`src/rtl/uart_tx_buffered_if.sv`:
```
// Host-side byte handshake for the buffered UART transmitter.
// The host presents tx_data with tx_valid; a byte moves when tx_ready is also high.
interface uart_tx_buffered_if;
  logic       tx_valid;
  logic [7:0] tx_data;
  logic       tx_ready;

  modport master (
    output tx_valid,
    output tx_data,
    input  tx_ready
  );

  modport slave (
    input  tx_valid,
    input  tx_data,
    output tx_ready
  );
endinterface

```
`src/rtl/uart_tx_buffered.sv`:
```
// FIFO-buffered UART transmitter: 8 data bits LSB first, optional parity, 1 or 2 stop bits.
// Bit timing comes from an internal baud counter, so the whole block runs on txclk alone.
module uart_tx_buffered #(
  parameter int CLKS_PER_BIT = 16,
  parameter int FIFO_DEPTH   = 4,
  parameter bit PARITY_EN    = 1'b0,
  parameter bit PARITY_ODD   = 1'b0,
  parameter int STOP_BITS    = 1
) (
  input  logic                          txclk,
  input  logic                          reset_n,
  uart_tx_buffered_if.slave             bus,
  input  logic                          tx_enable,
  output logic                          tx_out,
  output logic                          tx_busy,
  output logic                          tx_empty,
  output logic [$clog2(FIFO_DEPTH):0]   fifo_count
);

  localparam int          AW        = $clog2(FIFO_DEPTH);
  localparam int          CW        = AW + 1;
  localparam logic [15:0] BAUD_LAST = 16'(CLKS_PER_BIT - 1);
  localparam logic [2:0]  STOP_LAST = 3'(STOP_BITS - 1);

  typedef enum logic [2:0] {IDLE, START, DATA, PARITY, STOP} state_t;

  logic [7:0]    mem [FIFO_DEPTH];
  logic [AW-1:0] wr_ptr_reg;
  logic [AW-1:0] rd_ptr_reg;
  logic [CW-1:0] count_reg;
  logic [7:0]    data_reg;

  state_t        state_reg;
  state_t        state_next;
  logic [15:0]   baud_reg;
  logic [15:0]   baud_next;
  logic [2:0]    bit_reg;
  logic [2:0]    bit_next;
  logic          tx_out_reg;
  logic          tx_out_next;

  logic          ready;
  logic          push;
  logic          pop;
  logic          has_data;
  logic          baud_done;
  logic          parity;

  // A full FIFO refuses a push even when a pop frees a slot in the same cycle.
  assign ready        = (count_reg != CW'(FIFO_DEPTH));
  assign bus.tx_ready = ready;
  assign push         = bus.tx_valid && ready;
  assign has_data     = (count_reg != '0);
  assign baud_done    = (baud_reg == BAUD_LAST);
  assign parity       = (^data_reg) ^ PARITY_ODD;

  // Byte storage; no reset so the array can map onto RAM.
  always_ff @(posedge txclk) begin
    if (reset_n && push) begin
      mem[wr_ptr_reg] <= bus.tx_data;
    end
  end

  // Registered read: the popped head byte lands directly in the frame data register.
  always_ff @(posedge txclk) begin
    if (pop) begin
      data_reg <= mem[rd_ptr_reg];
    end
  end

  // FIFO pointers wrap naturally at FIFO_DEPTH; push and pop together keep the count.
  always_ff @(posedge txclk) begin
    if (!reset_n) begin
      wr_ptr_reg <= '0;
      rd_ptr_reg <= '0;
      count_reg  <= '0;
    end else begin
      if (push) begin
        wr_ptr_reg <= wr_ptr_reg + 1'b1;
      end
      if (pop) begin
        rd_ptr_reg <= rd_ptr_reg + 1'b1;
      end
      case ({push, pop})
        2'b10:   count_reg <= count_reg + 1'b1;
        2'b01:   count_reg <= count_reg - 1'b1;
        default: count_reg <= count_reg;
      endcase
    end
  end

  // Frame sequencer state, baud/bit counters and the registered serial line.
  always_ff @(posedge txclk) begin
    if (!reset_n) begin
      state_reg  <= IDLE;
      baud_reg   <= '0;
      bit_reg    <= '0;
      tx_out_reg <= 1'b1;
    end else begin
      state_reg  <= state_next;
      baud_reg   <= baud_next;
      bit_reg    <= bit_next;
      tx_out_reg <= tx_out_next;
    end
  end

  // Next-state logic; the line value is derived from the state being entered so tx_out stays registered.
  always_comb begin
    state_next  = state_reg;
    baud_next   = baud_reg + 16'd1;
    bit_next    = bit_reg;
    pop         = 1'b0;
    tx_out_next = 1'b1;

    case (state_reg)
      IDLE: begin
        baud_next = '0;
        bit_next  = '0;
        if (has_data && tx_enable) begin
          pop        = 1'b1;
          state_next = START;
        end
      end
      START: begin
        if (baud_done) begin
          baud_next  = '0;
          bit_next   = '0;
          state_next = DATA;
        end
      end
      DATA: begin
        if (baud_done) begin
          baud_next = '0;
          if (bit_reg == 3'd7) begin
            bit_next   = '0;
            state_next = PARITY_EN ? PARITY : STOP;
          end else begin
            bit_next = bit_reg + 3'd1;
          end
        end
      end
      PARITY: begin
        if (baud_done) begin
          baud_next  = '0;
          bit_next   = '0;
          state_next = STOP;
        end
      end
      STOP: begin
        if (baud_done) begin
          baud_next = '0;
          if (bit_reg == STOP_LAST) begin
            bit_next = '0;
            // Back-to-back frames: chain straight into the next start bit.
            if (has_data && tx_enable) begin
              pop        = 1'b1;
              state_next = START;
            end else begin
              state_next = IDLE;
            end
          end else begin
            bit_next = bit_reg + 3'd1;
          end
        end
      end
      default: begin
        baud_next  = '0;
        bit_next   = '0;
        state_next = IDLE;
      end
    endcase

    case (state_next)
      START:   tx_out_next = 1'b0;
      DATA:    tx_out_next = data_reg[bit_next];
      PARITY:  tx_out_next = parity;
      default: tx_out_next = 1'b1;
    endcase
  end

  assign tx_out     = tx_out_reg;
  assign tx_busy    = (state_reg != IDLE);
  assign tx_empty   = !has_data && (state_reg == IDLE);
  assign fifo_count = count_reg;

endmodule

```
`src/flat_wrapper.sv`:
```
// flat-port wrapper written by rule: the top's interface ports become plain ports
module uart_tx_buffered_flat 
#(
  parameter int CLKS_PER_BIT = 16,
  parameter int FIFO_DEPTH   = 4,
  parameter bit PARITY_EN    = 1'b0,
  parameter bit PARITY_ODD   = 1'b0,
  parameter int STOP_BITS    = 1
)
  (txclk, reset_n, tx_enable, tx_out, tx_busy, tx_empty, fifo_count, bus_tx_valid, bus_tx_data, bus_tx_ready);
  uart_tx_buffered_if bus_i ();
  input  logic txclk;
  input  logic reset_n;
  input  logic tx_enable;
  output logic tx_out;
  output logic tx_busy;
  output logic tx_empty;
  output logic [$clog2(FIFO_DEPTH):0] fifo_count;
  input wire logic [$bits(bus_i.tx_valid)-1:0] bus_tx_valid;
  input wire logic [$bits(bus_i.tx_data)-1:0] bus_tx_data;
  output wire logic [$bits(bus_i.tx_ready)-1:0] bus_tx_ready;
  assign bus_i.tx_valid = bus_tx_valid;
  assign bus_i.tx_data = bus_tx_data;
  assign bus_tx_ready = bus_i.tx_ready;
  uart_tx_buffered #(.CLKS_PER_BIT(CLKS_PER_BIT), .FIFO_DEPTH(FIFO_DEPTH), .PARITY_EN(PARITY_EN), .PARITY_ODD(PARITY_ODD), .STOP_BITS(STOP_BITS)) u_core (.txclk(txclk), .reset_n(reset_n), .bus(bus_i), .tx_enable(tx_enable), .tx_out(tx_out), .tx_busy(tx_busy), .tx_empty(tx_empty), .fifo_count(fifo_count));
endmodule
```
`config.mk`:
```
export PLATFORM = sky130hd
export DESIGN_NAME = uart_tx_buffered_flat
export DESIGN_NICKNAME = d
export VERILOG_FILES = /design/src/rtl/uart_tx_buffered_if.sv /design/src/rtl/uart_tx_buffered.sv /design/src/flat_wrapper.sv
export SDC_FILE = /design/constraint.sdc
export NUM_CORES = 1
export LEC_CHECK = 0
export BUFFER_PORTS_ARGS = -buffer_cell sky130_fd_sc_hd__buf_2
export CAP_MARGIN = 20
export CORE_MARGIN = 2
export CORE_UTILIZATION = 40
export CTS_CLUSTER_DIAMETER = 50
export DETAILED_ROUTE_END_ITERATION = 16
export GPL_ROUTABILITY_DRIVEN = 0
export GPL_TIMING_DRIVEN = 1
export PLACE_DENSITY_LB_ADDON = 0.15
export SYNTH_ARGS = -nofsm -noshare
export SYNTH_HDL_FRONTEND = slang
export SYNTH_SLANG_ARGS = --single-unit
```
`constraint.sdc`:
```
create_clock -name txclk -period 8.7 [get_ports txclk]
set_input_delay 0.435 -clock txclk [delete_from_list [all_inputs] [get_ports txclk]]
set_output_delay 0.435 -clock txclk [all_outputs]
set_load 0.1 [all_outputs]
```
==> impl_metrics.prom, run 1 <==
# TYPE chip_impl_metric gauge
chip_impl_metric{name="post-layout-total-power",unit="W"} 0.000961
chip_impl_metric{name="grt_max_degree",unit=""} 17
chip_impl_metric{name="slew_viol_final",unit=""} 0
chip_impl_metric{name="max_clock_freq",unit="MHz"} 313
chip_impl_metric{name="cellLeakagePower",unit="nW"} 1.23
chip_impl_metric{name="grtUsageTotal",unit="%"} 13.6
chip_impl_info{name="ys_top_cells_by_area",value="sky130_fd_sc_hd__edfxtp_1 39%, sky130_fd_sc_hd__dfxtp_1 20%, sky130_fd_sc_hd__mux4_2 6.6%, sky130_fd_sc_hd__xnor2_1 4.3%, sky130_fd_sc_hd__ha_1 3.7%"} 1
chip_impl_metric{name="net-switching-power",unit="W"} 0.000343
chip_impl_metric{name="cts_hold_repair.buffers",unit=""} 0
chip_impl_metric{name="worst-endpoint-required",unit="ns"} 8.98
chip_impl_metric{name="cts_sinks",unit=""} 70
chip_impl_metric{name="clk_latency",unit="ns"} 0.35
chip_impl_metric{name="crit_fanout",unit=""} 12
chip_impl_metric{name="number_of_synthesized_flops_with_an_enable_pin",unit=""} 40
chip_impl_info{name="synthFlopType",value="sky130_fd_sc_hd__edfxtp_1"} 1
chip_impl_metric{name="route.detailed.wl_per_inst",unit="um"} 14.3
chip_impl_metric{name="post_synth_inst_count",unit=""} 239
chip_impl_metric{name="num_antenna_cells",unit=""} 0
chip_impl_metric{name="floorplan.die.width",unit="um"} 91.7
chip_impl_metric{name="design.final.nets",unit=""} 284
chip_impl_metric{name="placementRows",unit=""} 31
chip_impl_metric{name="route.vias.total",unit=""} 1818
chip_impl_metric{name="vertical_die_dimension",unit="um"} 91.7
chip_impl_info{name="path_cells",value="ha_1 -> and3_1 -> nand4_4 -> o21ai_0 -> and4_1 -> ha_1 -> inv_1 -> fa_1 -> xor2_1 -> or3_1 -> a21oi_1"} 1
chip_impl_metric{name="netlist.area_leader.share",unit="%"} 39.1
chip_impl_metric{name="synth-async-reset-ratio",unit="%"} 0
chip_impl_metric{name="switching_share",unit="%"} 35.6
chip_impl_metric{name="maxCapViolations",unit=""} 0
chip_impl_metric{name="areal_power_density_over_the_cells",unit="nW/um^2"} 277
chip_impl_metric{name="place.detailed.instances",unit=""} 350
chip_impl_metric{name="worst_slack",unit="ns"} 5.51
chip_impl_metric{name="fin_setup_tns",unit="ns"} 0
chip_impl_info{name="unrepaired_setup_endpoints_after_global_routing",value="no"} 1
chip_impl_metric{name="post_detailed_route_drc_marker_count",unit=""} 0
chip_impl_metric{name="drt-total-wl",unit="mm"} 5.23
chip_impl_metric{name="postCtsResizedCells",unit=""} 0
chip_impl_info{name="cp_common_cell",value="sky130_fd_sc_hd__ha_1"} 1
chip_impl_info{name="cts_root_buffer",value="sky130_fd_sc_hd__clkbuf_8"} 1
chip_impl_metric{name="port-buffer-count",unit=""} 18
chip_impl_metric{name="floorplan.initialDensity",unit="%"} 41.9
chip_impl_info{name="beginning_of_the_critical_path",value="u_core.baud_reg[0]"} 1
chip_impl_info{name="crit-reg2reg-launch",value="u_core.baud_reg[0]"} 1
chip_impl_metric{name="pwr-share-comb",unit="%"} 27.7
chip_impl_metric{name="clockBufferDepth",unit=""} 2
chip_impl_info{name="critPathLaunchType",value="flop"} 1
chip_impl_metric{name="final_antenna_net_count",unit=""} 0
chip_impl_metric{name="worst_clock_skew",unit="ns"} 0.00891
chip_impl_metric{name="place_ws",unit="ns"} 5.52
chip_impl_metric{name="largest_register_ff_count",unit=""} 32
chip_impl_metric{name="power_frac_clock",unit="%"} 28.0
chip_impl_metric{name="worst_ir_drop_vdd",unit="mV"} 0.105
chip_impl_metric{name="worst_setup_hold_path_clk_slew",unit="ns"} 0.08
chip_impl_metric{name="fin_worst_hold_slack",unit="ns"} 0.300
chip_impl_metric{name="share_seq_of_total_power",unit="%"} 44.3
chip_impl_info{name="min-delay-path-class",value="input pin to flop"} 1
chip_impl_metric{name="grt-ovfl-total",unit=""} 0
chip_impl_metric{name="post-dp-hpwl",unit="mm"} 3.64
chip_impl_metric{name="final-setup-viol-count",unit=""} 0
chip_impl_metric{name="min_period_over_period",unit="%"} 36.7
chip_impl_metric{name="stdcell_count",unit=""} 366
chip_impl_info{name="most_area_hungry_cell_type_in_the_yosys_netlist",value="sky130_fd_sc_hd__edfxtp_1"} 1
chip_impl_metric{name="die_area",unit="um^2"} 8400
chip_impl_metric{name="detail_route.vias_per_cell",unit=""} 4.97
chip_impl_metric{name="i_o_pins",unit=""} 19
chip_impl_metric{name="synth_nets",unit=""} 261
chip_impl_metric{name="grt_pass1_vias",unit=""} 1710
chip_impl_metric{name="first_iter_violations",unit=""} 94
chip_impl_metric{name="syn_area_per_cell",unit="um^2"} 12.9
chip_impl_info{name="critPathCaptureType",value="flop"} 1
chip_impl_metric{name="timing.slew.headroom",unit="%"} 55.9
chip_impl_metric{name="antenna_found_initial",unit=""} 0
chip_impl_metric{name="power_report.internal_total",unit="W"} 0.000619
chip_impl_metric{name="syn-cell-area",unit="um^2"} 3070
chip_impl_metric{name="grt_first_pass_wirelength",unit="mm"} 8.57
chip_impl_metric{name="synth.ff_latch_count",unit=""} 70
chip_impl_metric{name="report.final.hold_viol_count",unit=""} 0
chip_impl_metric{name="synthesis.yosys.warnings",unit=""} 0
chip_impl_info{name="cts_tree",value="built"} 1
chip_impl_info{name="critPathSlowestCell",value="sky130_fd_sc_hd__and4_1"} 1
chip_impl_info{name="ws_path_type",value="flop to flop"} 1
chip_impl_info{name="worstHoldStart",value="bus_tx_data[3]"} 1
chip_impl_info{name="outcome",value="finished clean"} 1
chip_impl_metric{name="yosysUniqueCellTypes",unit=""} 35
chip_impl_metric{name="timing.final.crit_period",unit="ns"} 3.19
chip_impl_metric{name="core-area",unit="um^2"} 7330
chip_impl_metric{name="cts_post_setup_buffers_inserted",unit=""} 0
chip_impl_info{name="most_instantiated_library_cell_after_synthesis",value="sky130_fd_sc_hd__edfxtp_1"} 1
chip_impl_metric{name="cts_max_level",unit=""} 3
chip_impl_info{name="synth_top_cells_by_count",value="40 x sky130_fd_sc_hd__edfxtp_1, 30 x sky130_fd_sc_hd__dfxtp_1, 26 x sky130_fd_sc_hd__nor2_1"} 1
chip_impl_metric{name="cts_made_buffers",unit=""} 9
chip_impl_metric{name="drive_above_1_share",unit="%"} 20.2
chip_impl_metric{name="sequential_share_of_the_synthesized_area",unit="%"} 58.6
chip_impl_metric{name="cpPeakStageDelay",unit="ns"} 0.55
chip_impl_metric{name="num-fill-cells",unit=""} 665
chip_impl_metric{name="worst-slew-pin-transition",unit="ns"} 0.659
chip_impl_metric{name="cp_data_arrival_time",unit="ns"} 3.47
chip_impl_metric{name="drt_pre_antenna_iters",unit=""} 4
chip_impl_metric{name="syn2layout_area_growth",unit="%"} 12.9
==> critical path: cells and delay by family, from the launching register on <==
| family | cells | cell delay, ns |
|---|---|---|
| flip-flops | 1 | 0.35 |
| AND/OR/NAND/NOR | 4 | 1.34 |
| AO/OA/AOI/OAI | 2 | 0.39 |
| adder cells (fa/ha/maj) | 3 | 0.82 |
| XOR/XNOR | 1 | 0.15 |
| buffers and inverters | 1 | 0.06 |
==> final timing paths <==
check | to | slack (ns) | cells after the start
max reg2reg | u_core.fifo_count[2] | 5.51 | 11
min reg2reg | u_core.baud_reg[0] | 0.44 | 1
max | u_core.fifo_count[2] | 5.51 | 11
min | u_core.mem[2][3] | 0.30 | 1
==> cell usage in the layout, fill, tap and decap left out, types with 2 or more instances in the layout <==
cell type	instances
sky130_fd_sc_hd__a21oi_1	6
sky130_fd_sc_hd__and2_1	5
sky130_fd_sc_hd__and3_1	8
sky130_fd_sc_hd__and4_1	2
sky130_fd_sc_hd__buf_2	18
sky130_fd_sc_hd__clkbuf_8	9
sky130_fd_sc_hd__clkinv_4	2
sky130_fd_sc_hd__dfxtp_1	30
sky130_fd_sc_hd__edfxtp_1	40
sky130_fd_sc_hd__ha_1	9
sky130_fd_sc_hd__inv_1	11
sky130_fd_sc_hd__inv_6	2
sky130_fd_sc_hd__mux2i_1	3
sky130_fd_sc_hd__mux4_2	9
sky130_fd_sc_hd__nand2_1	11
sky130_fd_sc_hd__nand3_1	12
sky130_fd_sc_hd__nand3b_1	4
sky130_fd_sc_hd__nand4_1	2
sky130_fd_sc_hd__nor2_1	26
sky130_fd_sc_hd__nor2b_1	2
sky130_fd_sc_hd__nor4_4	3
sky130_fd_sc_hd__o21ai_0	5
sky130_fd_sc_hd__or2_2	3
sky130_fd_sc_hd__or3_1	5
sky130_fd_sc_hd__xnor2_1	15
sky130_fd_sc_hd__xor2_1	10
==> layer usage <==
| metal | part of all wire, % | routed length (um) | up-vias | GRT usage (%) |
|---|---|---|---|---|
| met1 | 47 | 2480 | 874 | 18.1 |
| met4 | 1.9 | 98 | 0 | 6.44 |
| met3 | 5.0 | 262 | 9 | 4.60 |
| met2 | 46 | 2390 | 35 | 20.2 |
| met5 | 0 | 0 | - | 0 |
| li1 | - | - | 900 | - |
==> power groups by stage <==
| stage | clock, W | sequential, W | combinational [W] |
|---|---|---|---|
| detailed placement | 0 | 0.000435 | 0.000266 |
| global route | 0.000290 | 0.000433 | 0.000285 |
| finish | 0.000269 | 0.000426 | 0.000266 |
| floorplan | 0 | 0.000456 | 0.000196 |
| global placement | 0 | 0.000434 | 0.000266 |
| CTS | 0.000277 | 0.000427 | 0.000268 |
==> kinds of logic after synthesis <==
kind of cell | share of synthesized area, %
DFF | 58.6
AOI/OAI and AO/OA | 3.34
xor gates and xnor gates | 7.12
adders and majority gates | 4.31
and+or+nand+nor | 16.4
muxes | 8.06
buffers and inverters | 2.20
==> metrics by stage <==
stage,utilization [%],instance area [um^2]
floorplan,-,3070
global placement,44.5,3270
detailed placement,44.5,3270
CTS,47.3,3470
global route,47.3,3470
finish,47.3,3470
==> layout make-up <==
type                            instances  area [um^2]  area share [%]
Inverter                               12         45.0            1.30
Multi-Input combinational cell        151         1200            34.7
Tap cell                               99          124            3.57
Sequential cell                        70         1800            51.9
Clock inverter                          7         81.3            2.34
Timing Repair Buffer                   18         90.1            2.60
Clock buffer                            9          124            3.57
No activity file was read; power rests on OpenSTA's default activity.
==> inputs of run 2 (changes only) <==
==> constraint.sdc (replaced) <==
create_clock -name txclk -period 2.86 [get_ports txclk]
set_input_delay 0.143 -clock txclk [delete_from_list [all_inputs] [get_ports txclk]]
set_output_delay 0.143 -clock txclk [all_outputs]
set_load 0.1 [all_outputs]
==> impl_metrics.prom, run 2 (synthesis results as in run 1) <==
# TYPE chip_impl_metric gauge
chip_impl_info{name="outcome",value="finished clean"} 1
chip_impl_metric{name="worst_setup_hold_path_clk_slew",unit="ns"} 0.09
chip_impl_metric{name="worst_clock_skew",unit="ns"} 0.0137
chip_impl_metric{name="floorplan.die.width",unit="um"} 91.7
chip_impl_metric{name="wl_met2",unit="mm"} 2.44
chip_impl_metric{name="detail_route.vias_per_cell",unit=""} 4.87
chip_impl_info{name="critPathLaunchType",value="flop"} 1
chip_impl_metric{name="antenna_found_initial",unit=""} 0
chip_impl_metric{name="largest_register_ff_count",unit=""} 32
chip_impl_metric{name="slew_viol_final",unit=""} 0
chip_impl_metric{name="drive_above_1_share",unit="%"} 22.1
chip_impl_metric{name="maxCapViolations",unit=""} 0
chip_impl_metric{name="route.vias.total",unit=""} 1827
chip_impl_info{name="worstHoldStart",value="bus_tx_data[5]"} 1
chip_impl_metric{name="cts_max_level",unit=""} 3
chip_impl_metric{name="grt_first_pass_wirelength",unit="mm"} 8.71
chip_impl_info{name="worstHoldEndpoint",value="u_core.mem[2][5]"} 1
chip_impl_metric{name="cellLeakagePower",unit="nW"} 1.25
chip_impl_metric{name="die_area",unit="um^2"} 8400
chip_impl_metric{name="grtUsageTotal",unit="%"} 13.8
chip_impl_metric{name="areal_power_density_over_the_cells",unit="nW/um^2"} 808
chip_impl_metric{name="crit_fanout",unit=""} 4
chip_impl_info{name="min-delay-path-class",value="input pin to flop"} 1
chip_impl_metric{name="fin_setup_tns",unit="ns"} 0
chip_impl_metric{name="syn2layout_area_growth",unit="%"} 15.6
chip_impl_metric{name="timing.slew.headroom",unit="%"} 55.4
chip_impl_metric{name="core-area",unit="um^2"} 7330
chip_impl_metric{name="worst-slew-pin-transition",unit="ns"} 0.669
chip_impl_metric{name="place_area",unit="um^2"} 3300
chip_impl_metric{name="floorplan.initialDensity",unit="%"} 41.9
chip_impl_metric{name="routed_wire_length_on_met3",unit="um"} 178
chip_impl_info{name="cts_root_buffer",value="sky130_fd_sc_hd__clkbuf_8"} 1
chip_impl_metric{name="port-buffer-count",unit=""} 18
chip_impl_info{name="maxUsedRoutingLayer",value="met4"} 1
chip_impl_info{name="crit-reg2reg-launch",value="u_core.baud_reg[0]"} 1
chip_impl_metric{name="clockBufferDepth",unit=""} 2
chip_impl_metric{name="ff2ff_path_depth",unit=""} 11
chip_impl_metric{name="min_period_over_period",unit="%"} 92.9
chip_impl_metric{name="post-dp-hpwl",unit="mm"} 3.48
chip_impl_metric{name="grt-ovfl-total",unit=""} 0
chip_impl_metric{name="timing.final.crit_period",unit="ns"} 2.66
chip_impl_info{name="layout.cells.most_common_list",value="40 x sky130_fd_sc_hd__edfxtp_1, 27 x sky130_fd_sc_hd__dfxtp_1, 26 x sky130_fd_sc_hd__nor2_1"} 1
chip_impl_metric{name="i_o_pins",unit=""} 19
chip_impl_metric{name="grt_pass1_vias",unit=""} 1750
chip_impl_metric{name="post_detailed_route_drc_marker_count",unit=""} 0
chip_impl_metric{name="final_antenna_net_count",unit=""} 0
chip_impl_metric{name="routedLengthMet1",unit="mm"} 2.51
chip_impl_metric{name="grt_max_degree",unit=""} 17
chip_impl_info{name="critPathCaptureType",value="flop"} 1
chip_impl_metric{name="drt-total-wl",unit="mm"} 5.23
chip_impl_info{name="unrepaired_setup_endpoints_after_global_routing",value="no"} 1
chip_impl_metric{name="final_cell_area",unit="um^2"} 3550
chip_impl_info{name="ws_path_type",value="flop to flop"} 1
chip_impl_metric{name="placementRows",unit=""} 31
chip_impl_metric{name="setup.reg_to_reg.worst_slack",unit="ns"} 0.20
chip_impl_metric{name="route.detailed.wl_per_inst",unit="um"} 14.0
chip_impl_info{name="critical_path.reg2reg.endpoint",value="u_core.fifo_count[2]"} 1
chip_impl_metric{name="report.final.hold_viol_count",unit=""} 0
chip_impl_info{name="most_common_cell_after_layout_fill_and_taps_aside",value="sky130_fd_sc_hd__edfxtp_1"} 1
chip_impl_metric{name="worst_ir_drop_vdd",unit="mV"} 0.419
chip_impl_metric{name="cts_post_setup_buffers_inserted",unit=""} 0
chip_impl_metric{name="cp_data_arrival_time",unit="ns"} 2.93
chip_impl_metric{name="vertical_die_dimension",unit="um"} 91.7
chip_impl_metric{name="layout.core_utilization",unit="%"} 48.5
chip_impl_metric{name="fin_worst_hold_slack",unit="ns"} 0.0317
chip_impl_metric{name="num_antenna_cells",unit=""} 0
chip_impl_metric{name="max_clock_freq",unit="MHz"} 376
chip_impl_metric{name="first_iter_violations",unit=""} 78
chip_impl_metric{name="worst-endpoint-required",unit="ns"} 3.13
chip_impl_metric{name="hold_depth",unit=""} 1
chip_impl_metric{name="design.final.nets",unit=""} 293
chip_impl_metric{name="clk_latency",unit="ns"} 0.35
chip_impl_metric{name="final-setup-viol-count",unit=""} 0
chip_impl_info{name="cts_tree",value="built"} 1
chip_impl_metric{name="cts_made_buffers",unit=""} 9
chip_impl_metric{name="drt_pre_antenna_iters",unit=""} 4
chip_impl_metric{name="cts_sinks",unit=""} 70
run 2: cell types whose count changed in the layout (fill, tap and decap cells not counted), moves of 2 or more:
cell | previous run | this run
sky130_fd_sc_hd__dlygate4sd3_1 | 0 | 7
sky130_fd_sc_hd__dfxtp_1 | 30 | 27
sky130_fd_sc_hd__dfxtp_2 | 0 | 3
sky130_fd_sc_hd__buf_4 | 0 | 2
sky130_fd_sc_hd__clkinv_4 | 2 | 0
sky130_fd_sc_hd__clkinvlp_4 | 0 | 2
sky130_fd_sc_hd__inv_6 | 2 | 4
run 2: critical path, cell delays in order (launching register included):
cell	delay (ns)
sky130_fd_sc_hd__dfxtp_1	0.36
sky130_fd_sc_hd__ha_1	0.19
sky130_fd_sc_hd__and3_2	0.26
sky130_fd_sc_hd__nand4_4	0.09
sky130_fd_sc_hd__o21ai_0	0.23
sky130_fd_sc_hd__and4_1	0.25
sky130_fd_sc_hd__ha_1	0.19
sky130_fd_sc_hd__inv_1	0.06
sky130_fd_sc_hd__fa_1	0.37
sky130_fd_sc_hd__xor2_1	0.15
sky130_fd_sc_hd__or3_1	0.30
sky130_fd_sc_hd__a21oi_1	0.15
run 2: per-layer routing:
layer	vias to the layer above	track usage [%]
li1	917	-
met1	872	18.6
met2	30	20.6
met3	8	3.45
met4	0	7.20
met5	-	0
run 2: per-stage QoR:
step	instances	worst slack (ns)	total power (W)
5_1_grt	375	0.0216	0.00302
3_3_place_gp	352	0.242	0.00215
4_1_cts	375	0.128	0.00291
2_1_floorplan	239	0.0115	0.00200
6_report	375	0.202	0.00287
3_5_place_dp	352	0.150	0.00216
run 2: final cells by class:
type                       count  area (um^2)
fill                         645         3780
inverter                      12         45.0
clock buffer                   9          124
clock inverter                 7         61.3
multi-input combinational    151         1220
tap                           99          124
timing repair buffer          27          175
sequential                    70         1810
run 2: worst max-delay path by stage:
stage | to | cells after the start | startpoint
after floorplan | u_core.fifo_count[2] | 13 | u_core.baud_reg[0]
after global placement | u_core.fifo_count[2] | 11 | u_core.baud_reg[0]
after detailed placement | u_core.fifo_count[2] | 11 | u_core.baud_reg[0]
after CTS | u_core.fifo_count[2] | 11 | u_core.baud_reg[0]
after global routing | u_core.fifo_count[2] | 11 | u_core.baud_reg[0]
final | u_core.fifo_count[2] | 11 | u_core.baud_reg[0]
run 2: where the power goes:
part / total, W / internal (W) / switching (W) / leakage [nW]
Combinational: 0.000827 / 0.000292 / 0.000535 / 0.555
Sequential: 0.00130 / 0.00119 / 0.000110 / 0.609
Clock: 0.000742 / 0.000332 / 0.000409 / 0.0892
Total: 0.00287 / 0.00182 / 0.00105 / 1.25
run 2: repair_timing:
action | 4_1_cts | 5_1_grt
endpoints found under the hold margin | 26 | 0
gates resized for setup | 0 | 1
hold buffers | 7 | 0
setup endpoints to repair | 0 | 1
==> inputs of run 3 (changes only) <==
--- a/config.mk
+++ b/config.mk
@@ -7,13 +7,12 @@
 export LEC_CHECK = 0
 export BUFFER_PORTS_ARGS = -buffer_cell sky130_fd_sc_hd__buf_2
 export CAP_MARGIN = 20
-export CORE_MARGIN = 2
+export CORE_MARGIN = 3
 export CORE_UTILIZATION = 40
 export CTS_CLUSTER_DIAMETER = 50
 export DETAILED_ROUTE_END_ITERATION = 16
 export GPL_ROUTABILITY_DRIVEN = 0
 export GPL_TIMING_DRIVEN = 1
-export PLACE_DENSITY_LB_ADDON = 0.15
 export SYNTH_ARGS = -nofsm -noshare
 export SYNTH_HDL_FRONTEND = slang
 export SYNTH_SLANG_ARGS = --single-unit
==> impl_metrics.prom, run 3 (synthesis results as in run 1) <==
# TYPE chip_impl_metric gauge
chip_impl_info{name="outcome",value="finished clean"} 1
chip_impl_metric{name="die_area",unit="um^2"} 8770
chip_impl_metric{name="post-layout-total-power",unit="W"} 0.00296
chip_impl_info{name="unrepaired_setup_endpoints_after_global_routing",value="no"} 1
chip_impl_metric{name="worst_setup_hold_path_clk_slew",unit="ns"} 0.08
chip_impl_metric{name="placementRows",unit=""} 31
chip_impl_info{name="critPathCaptureType",value="flop"} 1
chip_impl_info{name="cp_common_cell",value="sky130_fd_sc_hd__ha_1"} 1
chip_impl_metric{name="worst-endpoint-required",unit="ns"} 3.13
chip_impl_metric{name="grt_pass1_vias",unit=""} 1818
chip_impl_info{name="layout.cells.most_common_list",value="40 x sky130_fd_sc_hd__edfxtp_1, 27 x sky130_fd_sc_hd__dfxtp_1, 26 x sky130_fd_sc_hd__nor2_1"} 1
chip_impl_metric{name="route.vias.total",unit=""} 1834
chip_impl_metric{name="timing.final.crit_period",unit="ns"} 2.63
chip_impl_metric{name="num-fill-cells",unit=""} 670
chip_impl_metric{name="num_antenna_cells",unit=""} 0
chip_impl_metric{name="floorplan.initialDensity",unit="%"} 41.7
chip_impl_metric{name="grtUsageTotal",unit="%"} 13.9
chip_impl_metric{name="antenna_found_initial",unit=""} 0
chip_impl_metric{name="worst_clock_skew",unit="ns"} 0.0146
chip_impl_metric{name="clk_latency",unit="ns"} 0.35
chip_impl_metric{name="i_o_pins",unit=""} 19
chip_impl_metric{name="max_clock_freq",unit="MHz"} 380
chip_impl_metric{name="port-buffer-count",unit=""} 18
chip_impl_metric{name="areal_power_density_over_the_cells",unit="nW/um^2"} 826
chip_impl_metric{name="final_antenna_net_count",unit=""} 0
chip_impl_info{name="cts_root_buffer",value="sky130_fd_sc_hd__clkbuf_8"} 1
chip_impl_metric{name="core-area",unit="um^2"} 7370
chip_impl_metric{name="multiInputGateArea",unit="um^2"} 1220
chip_impl_metric{name="cts_made_buffers",unit=""} 9
chip_impl_metric{name="worst-slew-pin-transition",unit="ns"} 0.637
chip_impl_metric{name="syn2layout_area_growth",unit="%"} 16.5
chip_impl_metric{name="final_cell_area",unit="um^2"} 3580
chip_impl_metric{name="cts_max_level",unit=""} 3
chip_impl_metric{name="cpPeakStageDelay",unit="ns"} 0.37
chip_impl_metric{name="detail_route.vias_per_cell",unit=""} 4.88
chip_impl_metric{name="min_period_over_period",unit="%"} 92.1
chip_impl_info{name="ws_path_type",value="flop to flop"} 1
chip_impl_info{name="cts_tree",value="built"} 1
chip_impl_metric{name="route.detailed.wl_per_inst",unit="um"} 14.3
chip_impl_metric{name="worst_ir_drop_vdd",unit="mV"} 0.393
chip_impl_info{name="critPathSlowestCell",value="sky130_fd_sc_hd__fa_1"} 1
chip_impl_metric{name="place_area",unit="um^2"} 3300
chip_impl_metric{name="clockBufferDepth",unit=""} 2
chip_impl_metric{name="post_detailed_route_drc_marker_count",unit=""} 0
chip_impl_metric{name="cellLeakagePower",unit="nW"} 1.27
chip_impl_metric{name="seq_cell_area",unit="um^2"} 1810
chip_impl_metric{name="floorplan.die.width",unit="um"} 93.7
chip_impl_metric{name="grt-ovfl-total",unit=""} 0
chip_impl_info{name="min-delay-path-class",value="input pin to flop"} 1
chip_impl_metric{name="cts_sinks",unit=""} 70
chip_impl_metric{name="design.final.nets",unit=""} 294
chip_impl_info{name="most_common_cell_after_layout_fill_and_taps_aside",value="sky130_fd_sc_hd__edfxtp_1"} 1
chip_impl_metric{name="drt-total-wl",unit="mm"} 5.38
chip_impl_metric{name="grt_first_pass_wirelength",unit="mm"} 9.03
chip_impl_metric{name="vertical_die_dimension",unit="um"} 93.7
chip_impl_metric{name="cp_data_arrival_time",unit="ns"} 2.90
chip_impl_metric{name="post-dp-hpwl",unit="mm"} 3.75
chip_impl_metric{name="report.final.hold_viol_count",unit=""} 0
chip_impl_info{name="critPathLaunchType",value="flop"} 1
chip_impl_metric{name="maxCapViolations",unit=""} 0
chip_impl_metric{name="largest_register_ff_count",unit=""} 32
chip_impl_info{name="path_cells",value="ha_1 -> and3_2 -> nand4_4 -> o21ai_1 -> and4_1 -> ha_1 -> inv_1 -> fa_1 -> xor2_1 -> or3_1 -> a21oi_1"} 1
chip_impl_metric{name="grt_max_degree",unit=""} 17
chip_impl_metric{name="slew_viol_final",unit=""} 0
chip_impl_metric{name="first_iter_violations",unit=""} 51
chip_impl_metric{name="drt_pre_antenna_iters",unit=""} 4
chip_impl_metric{name="fin_setup_tns",unit="ns"} 0
chip_impl_metric{name="crit_fanout",unit=""} 4
chip_impl_metric{name="timing.slew.headroom",unit="%"} 57.4
chip_impl_metric{name="final-setup-viol-count",unit=""} 0
chip_impl_metric{name="drive_above_1_share",unit="%"} 22.0
## run 3: changes by cell type in the layout (fill, tap and decap cells not counted), sizes merged
| cell | before | now |
|---|---|---|
| dlygate4sd3 | 7 | 8 |
| inv | 16 | 14 |
| clkinvlp | 2 | 0 |
| bufinv | 0 | 1 |
| clkinv | 1 | 4 |
## run 3: path summary, 6_finish.rpt
kind	start	endpoint	slack [ns]	depth (start not counted)
min reg2reg	u_core.baud_reg[0]	u_core.baud_reg[0]	0.45	1
max	u_core.baud_reg[0]	u_core.fifo_count[2]	0.23	11
min	reset_n	u_core.state_reg[2]	0.15	2
max reg2reg	u_core.baud_reg[0]	u_core.fifo_count[2]	0.23	11
## run 3: layer usage
metal	GRT usage (%)	routed length, um
met3	5.85	225
met2	22.3	2650
met5	0	0
met4	4.33	33
met1	16.9	2470
## run 3: power breakdown
part	leakage (nW)	switching [W]	internal (W)	total (W)
clock network	0.105	0.000405	0.000413	0.000819
logic	0.559	0.000543	0.000295	0.000838
registers	0.609	0.000109	0.00119	0.00130
## run 3: what timing repair did
action / CTS / global route
hold buffers: 7 / 1
endpoints found under the hold margin: 26 / 2
resized for setup: 0 / 2
buffers inserted: 0 / 0
setup endpoints to repair: 0 / 1
## run 3: layout make-up
type | count | share of cell area, %
Sequential cell | 70 | 50.4
Multi-Input combinational cell | 151 | 34.0
Timing Repair Buffer | 28 | 5.17
Clock buffer | 9 | 3.46
Tap cell | 99 | 3.46
Clock inverter | 7 | 2.20
Inverter | 12 | 1.26
## run 3: metrics by stage
stage               util [%]  setup WS (ns)  cells  hold WS (ns)
finish                  48.6          0.227    376         0.148
global route            48.6         0.0307    376         0.134
CTS                     48.4          0.105    375      0.000296
detailed placement      44.7          0.164    352         0.363
global placement        44.7          0.225    352         0.357
floorplan                  -         0.0115    239         0.242
## run 3: critical path, delay by kind of cell, from the launching register on
kind                       cells  cell delay [ns]
AOI/OAI and AO/OA              2             0.33
and+or+nand+nor                4             0.91
DFF                            1             0.35
xor gates and xnor gates       1             0.16
adders and majority gates      3             0.75
buffers and inverters          1             0.06
